$ cat config.mk
export PLATFORM = sky130hd
export DESIGN_NAME = pixel_frame_loader
export DESIGN_NICKNAME = d
export VERILOG_FILES = /design/src/rtl/pixel_frame_loader.sv
export SDC_FILE = /design/constraint.sdc
export NUM_CORES = 2
export LEC_CHECK = 0
export CAP_MARGIN = 5
export CORE_MARGIN = 2
export CORE_UTILIZATION = 36
export DETAILED_ROUTE_END_ITERATION = 8
export PLACE_DENSITY = 0.62
export SETUP_SLACK_MARGIN = 0.05
export SYNTH_ARGS = -nofsm -noshare
export SYNTH_HDL_FRONTEND = slang
export SYNTH_SLANG_ARGS = --single-unit
$ cat constraint.sdc
create_clock -name clk -period 77.5 [get_ports clk]
set_input_delay 23.25 -clock clk [delete_from_list [all_inputs] [get_ports clk]]
set_output_delay 23.25 -clock clk [all_outputs]
set_load 0.02 [all_outputs]
$ cat src/rtl/pixel_frame_loader.sv
// pixel_frame_loader: binarises a serial grayscale pixel stream against THRESHOLD and
// assembles HEIGHT x LENGTH binary frames, row-major, into a double-buffered output word.
// The fill buffer collects the next frame while the image register holds the current one.
// Optional feature, enabled by defining PIXEL_FRAME_SOF_EN: adds a pix_sof input that
// restarts the frame at (0,0) and a sticky sof_err output for out-of-place SOF markers.
module pixel_frame_loader #(
  parameter int unsigned HEIGHT    = 28,
  parameter int unsigned LENGTH    = 28,
  parameter int unsigned PIX_W     = 8,
  parameter int unsigned THRESHOLD = 128
) (
  input  logic                           clk,
  input  logic                           rst,
  input  logic                           pix_valid,
  output logic                           pix_ready,
  input  logic [PIX_W-1:0]               pix_data,
`ifdef PIXEL_FRAME_SOF_EN
  input  logic                           pix_sof,
  output logic                           sof_err,
`endif
  output logic [HEIGHT-1:0][LENGTH-1:0]  image,
  output logic                           frame_valid,
  input  logic                           frame_ready,
  output logic [15:0]                    frame_count
);

  localparam int unsigned RowW = (HEIGHT > 1) ? $clog2(HEIGHT) : 1;
  localparam int unsigned ColW = (LENGTH > 1) ? $clog2(LENGTH) : 1;
  localparam logic [RowW-1:0] RowLast = RowW'(HEIGHT - 1);
  localparam logic [ColW-1:0] ColLast = ColW'(LENGTH - 1);

  typedef enum logic [0:0] {
    StFill,
    StWait
  } state_e;

  state_e                          state_q, state_d;
  logic [RowW-1:0]                 row_q, row_d;
  logic [ColW-1:0]                 col_q, col_d;
  logic [HEIGHT-1:0][LENGTH-1:0]   fill_q, fill_d;
  logic [HEIGHT-1:0][LENGTH-1:0]   image_q, image_d;
  logic                            frame_valid_q, frame_valid_d;
  logic [15:0]                     frame_count_q, frame_count_d;

  logic                            pix_accept;
  logic                            pix_bit;
  logic                            sof_restart;
  logic [RowW-1:0]                 cur_row;
  logic [ColW-1:0]                 cur_col;
  logic                            at_last;
  logic                            slot_free;
  logic                            load_fill;
  logic                            release_wait;
  logic                            transfer;

  // Handshake qualification, binarisation and the effective write position.
  always_comb begin
    pix_accept = pix_valid && (state_q == StFill);
    pix_bit    = (32'(pix_data) >= THRESHOLD);
`ifdef PIXEL_FRAME_SOF_EN
    // SOF at the origin is an ordinary pixel; anywhere else it restarts the frame.
    sof_restart = pix_accept && pix_sof && ((row_q != '0) || (col_q != '0));
`else
    sof_restart = 1'b0;
`endif
    cur_row   = sof_restart ? '0 : row_q;
    cur_col   = sof_restart ? '0 : col_q;
    at_last   = (cur_row == RowLast) && (cur_col == ColLast);
    slot_free = !frame_valid_q || frame_ready;
  end

  // Decide when the fill buffer moves into the image register.
  always_comb begin
    load_fill    = pix_accept && at_last && slot_free;
    release_wait = (state_q == StWait) && frame_ready;
    transfer     = load_fill || release_wait;
  end

  // Fill buffer next state: write one bit per accepted pixel; frozen otherwise.
  always_comb begin
    fill_d = fill_q;
    if (pix_accept) begin
      if (sof_restart) begin
        fill_d = '0;
      end
      fill_d[cur_row][cur_col] = pix_bit;
    end
  end

  // Row-major position counter, wrapping to (0,0) after the last pixel.
  always_comb begin
    row_d = row_q;
    col_d = col_q;
    if (pix_accept) begin
      if (cur_col == ColLast) begin
        col_d = '0;
        row_d = (cur_row == RowLast) ? '0 : cur_row + RowW'(1);
      end else begin
        col_d = cur_col + ColW'(1);
        row_d = cur_row;
      end
    end
  end

  // FSM: park in StWait when a frame completes but the output slot is still occupied.
  always_comb begin
    state_d = state_q;
    case (state_q)
      StFill: begin
        if (pix_accept && at_last && !slot_free) begin
          state_d = StWait;
        end
      end
      StWait: begin
        if (frame_ready) begin
          state_d = StFill;
        end
      end
      default: state_d = StFill;
    endcase
  end

  // Output slot: a transfer beats a simultaneous consume; consume alone keeps image.
  always_comb begin
    image_d       = image_q;
    frame_valid_d = frame_valid_q;
    frame_count_d = frame_count_q;
    if (transfer) begin
      image_d       = fill_d;
      frame_valid_d = 1'b1;
      frame_count_d = frame_count_q + 16'd1;
    end else if (frame_valid_q && frame_ready) begin
      frame_valid_d = 1'b0;
    end
  end

  // State registers with asynchronous reset.
  always_ff @(posedge clk or posedge rst) begin
    if (rst) begin
      state_q       <= StFill;
      row_q         <= '0;
      col_q         <= '0;
      fill_q        <= '0;
      image_q       <= '0;
      frame_valid_q <= 1'b0;
      frame_count_q <= '0;
    end else begin
      state_q       <= state_d;
      row_q         <= row_d;
      col_q         <= col_d;
      fill_q        <= fill_d;
      image_q       <= image_d;
      frame_valid_q <= frame_valid_d;
      frame_count_q <= frame_count_d;
    end
  end

`ifdef PIXEL_FRAME_SOF_EN
  logic sof_err_q;

  // Sticky flag for an SOF marker seen away from the origin.
  always_ff @(posedge clk or posedge rst) begin
    if (rst) begin
      sof_err_q <= 1'b0;
    end else if (sof_restart) begin
      sof_err_q <= 1'b1;
    end
  end

  assign sof_err = sof_err_q;
`endif

  assign pix_ready   = (state_q == StFill);
  assign image       = image_q;
  assign frame_valid = frame_valid_q;
  assign frame_count = frame_count_q;

endmodule

==> run_results.csv <==
group,metric,value,unit
drt,antenna_left,0,
global_routing,grt_first_pass_wirelength,288,mm
sta,timing.fmax,0.0344,GHz
cells_and_area,nets,5262,
yosys,yosysUniqueCellTypes,51,
floorplan,io_pins,814,
place,dp_hpwl,127,mm
hold_path,hold_path.class,"flop to flop",
yosys,yosysTopAreaCell,"dfrtp_1",
global_routing,grt_max_degree,182,
power_and_ir_drop,power.density,23.6,mW/mm²
power_and_ir_drop,p_leak,0.0365,µW
floorplan,rows,154,
critical_path,rrSetupSlack,70.44,ns
clock_network,holdBufCountCts,0,
critical_path,crit_type,"input pin to flop",
critical_path,cp-end-kind,"flop",
clock_network,clkLatencyLatePin,0.81,ns
yosys,synth_area_leaders,"dfrtp_1 63%, mux2_2 17%, o31ai_1 5.2%",
critical_path,worstPathArrival,29.76,ns
cells_and_area,design_area,0.0789,mm²
sta,maxSlewViolCount,0,
floorplan,dieHeight,424,µm
global_routing,grt_pass1_vias,39925,
sta,hold_ws,0.480,ns
sta,fin_crit_sh,0.375,
clock_network,clock_sinks,1596,
place,place_area,0.0731,mm²
drt,dr.first_iter.drc_count,3131,
cells_and_area,final_cells,7711,
place,dp_cells,7405,
critical_path,cp-startpoint,"pix_valid",
critical_path,cpPeakStageDelay,0.94,ns
clock_network,cts_tree,"yes",
drt,wl_met1,81.5,mm
drt,first_pass_iters,6,
yosys,synth-seq-cells,1596,
global_routing,antenna_found_initial,11,
critical_path,cp.required,78.18,ns
status,status,"completed",
sta,tightest_slew,1.23,ns
place,gp_congestion,0.799,
floorplan,dieArea,0.179,mm²
yosys,synth_flop_cell,"dfrtp_1",
clock_network,cts_buffers,174,
sta,rsz0062_at_grt,"false",
critical_path,start_kind,"input pin",
critical_path,crit_top_cell,"buf_4",
clock_network,clockRootBuffer,"clkbuf_16",
drt,via_count,39587,
clock_network,cts-resized-gates,0,
sta,hold_viol,0,
sta,skew,0.0261,ns
drt,via_per_inst,5.13,
yosys,synth_fp_nets,4624,
hold_path,worstHoldStart,"fill_q[319]$_DFF_PP0_",
job,maxCapViolations,0,
drt,drc_errors,0,
cells_and_area,area_growth,24.4,%
critical_path,crit_path_cell_trace,"clkdlybuf4s50_1, nand4bb_1, nor3_2, o22a_4, buf_4, buf_4, buf_4, buf_4, mux2_2",
cells_and_area,drive_gt1_frac,0.265,
critical_path,reg2reg_from,"col_q[4]$_DFFE_PP0P_",
yosys,synth_cells,4603,
global_routing,grt_use_total,0.220,
global_routing,overflow,0,
floorplan,start_util,0.361,
yosys,synth_area,0.0634,mm²
yosys,synth_edf_count,0,
yosys,ys_async_sr_fraction,1.00,
cells_and_area,postLayoutCoreUtil,0.449,
place,io_buffers,806,
yosys,synth_top_area_share,0.630,
clock_network,cts_setup_buffers,0,
yosys,yosysWarnings,0,
sta,post-route-min-period,29.08,ns
drt,dr_wl_met2,97.3,mm
yosys,syn_area_per_cell,13.8,µm²
drt,top_layer_used,"met5",
drt,wl,200,mm
yosys,synth-seq-area-share,0.630,
drt,wl_per_cell,25.9,µm
clock_network,clk_pin_slew,0.06,ns
floorplan,core,0.176,mm²
sta,setup_viol,0,
drt,wl_met3,9.86,mm
floorplan,dieWidth,424,µm
clock_network,h-tree-depth,4,
sta,finalSetupTns,0,ns
critical_path,worst_path_max_delay_cell,"buf_4",
critical_path,path_max_fanout,75,
clock_network,ctsLongestPathBuffers,3,
power_and_ir_drop,ir_worst_vdd,0.0182,mV
sta,max-slew-margin-rel,0.179,
-- report_power, final --
group / total, µW / internal [µW] / switching (µW)
combinational: 150 / 31.6 / 118
sequential: 869 / 858 / 11.1
clock: 843 / 498 / 345
total: 1860 / 1390 / 474
-- worst max-delay path, delay by kind of cell --
| kind | cells | cell delay [ns] |
|---|---|---|
| buffers and inverters | 5 | 4.04 |
| and+or+nand+nor | 2 | 1.02 |
| AOI/OAI and AO/OA | 1 | 0.70 |
| muxes | 1 | 0.42 |
-- synth_stat cells, drive strengths merged, types with 2 or more instances --
master and count:
dfrtp 1596, mux2 1129, o21ai 447, o31ai 439, nand2 382, clkbuf 266
buf 158, nor2 39, nand3 36, nand2b 15, nor3 13, nor2b 11
ha 9, inv 9, xnor2 8, xor2 7, a21oi 6, nand4 5
and2 4, and3 3, nor4 3, and4bb 2, nand4bb 2, or2 2
-- state kept, by name, indices dropped and copies added, names as in the netlist --
| register | flops |
|---|---|
| image | 784 |
| fill_q | 784 |
| state_q | 1 |
| frame_count | 16 |
| cur_row | 5 |
| frame_valid | 1 |
| col_q | 5 |
-- kinds of logic (layout without fill, tap and decap cells) --
family          count (synthesis)  after routing  synth area share
other cells                     0              1                 0
xor+xnor                       15             15           0.00207
fa+ha+maj                       9              9           0.00178
buf+inv                       433           1200            0.0349
mux                          1129           1129             0.205
simple gates                  523            523            0.0375
flops                        1596           1596             0.630
compound gates                898            898            0.0885
-- layer usage --
layer | vias to the layer above | GRT usage
li1 | 17665 | -
met1 | 20559 | 0.276
met2 | 1003 | 0.362
met3 | 358 | 0.0418
met4 | 2 | 0.113
met5 | - | 0
-- final cells by class --
class                           instances  area, µm²
Multi-Input combinational cell       2574      21400
Clock inverter                         44        594
Inverter                                9       48.8
Fill cell                           15808      96600
Sequential cell                      1596      39900
Clock buffer                          261       5220
Tap cell                             2340       2930
Antenna cell                            1       2.50
Timing Repair Buffer                  886       8750
-- stage by stage --
step                      setup WS [ns]  total power [µW]
after floorplan                    9.22               979
after global placement            47.59              1030
after detailed placement          47.57              1040
after CTS                         48.47              1890
after global routing              48.13              1930
final                             48.42              1860
-- layout by cell type, fill, tap and decap left out, types with 37 or more instances in the layout --
cell type,synthesis,layout
mux2_4,80,80
clkbuf_16,0,177
mux2_1,101,101
buf_4,17,74
clkdlybuf4s50_1,0,805
mux2_2,948,948
dfrtp_1,1596,1596
o31ai_1,439,439
nand2_1,382,376
clkbuf_1,265,37
o21ai_0,447,447
clkbuf_8,0,47
-- path summary, 6_finish.rpt --
path	depth (start not counted)	to
max	9	image[589]$_DFFE_PP0P_
max reg2reg	8	image[589]$_DFFE_PP0P_
min	1	fill_q[319]$_DFF_PP0_
min in group asynchronous	2	fill_q[288]$_DFF_PP0_
max in group asynchronous	6	fill_q[103]$_DFF_PP0_
min reg2reg	1	fill_q[319]$_DFF_PP0_
Power figures use the tool's default switching activity.
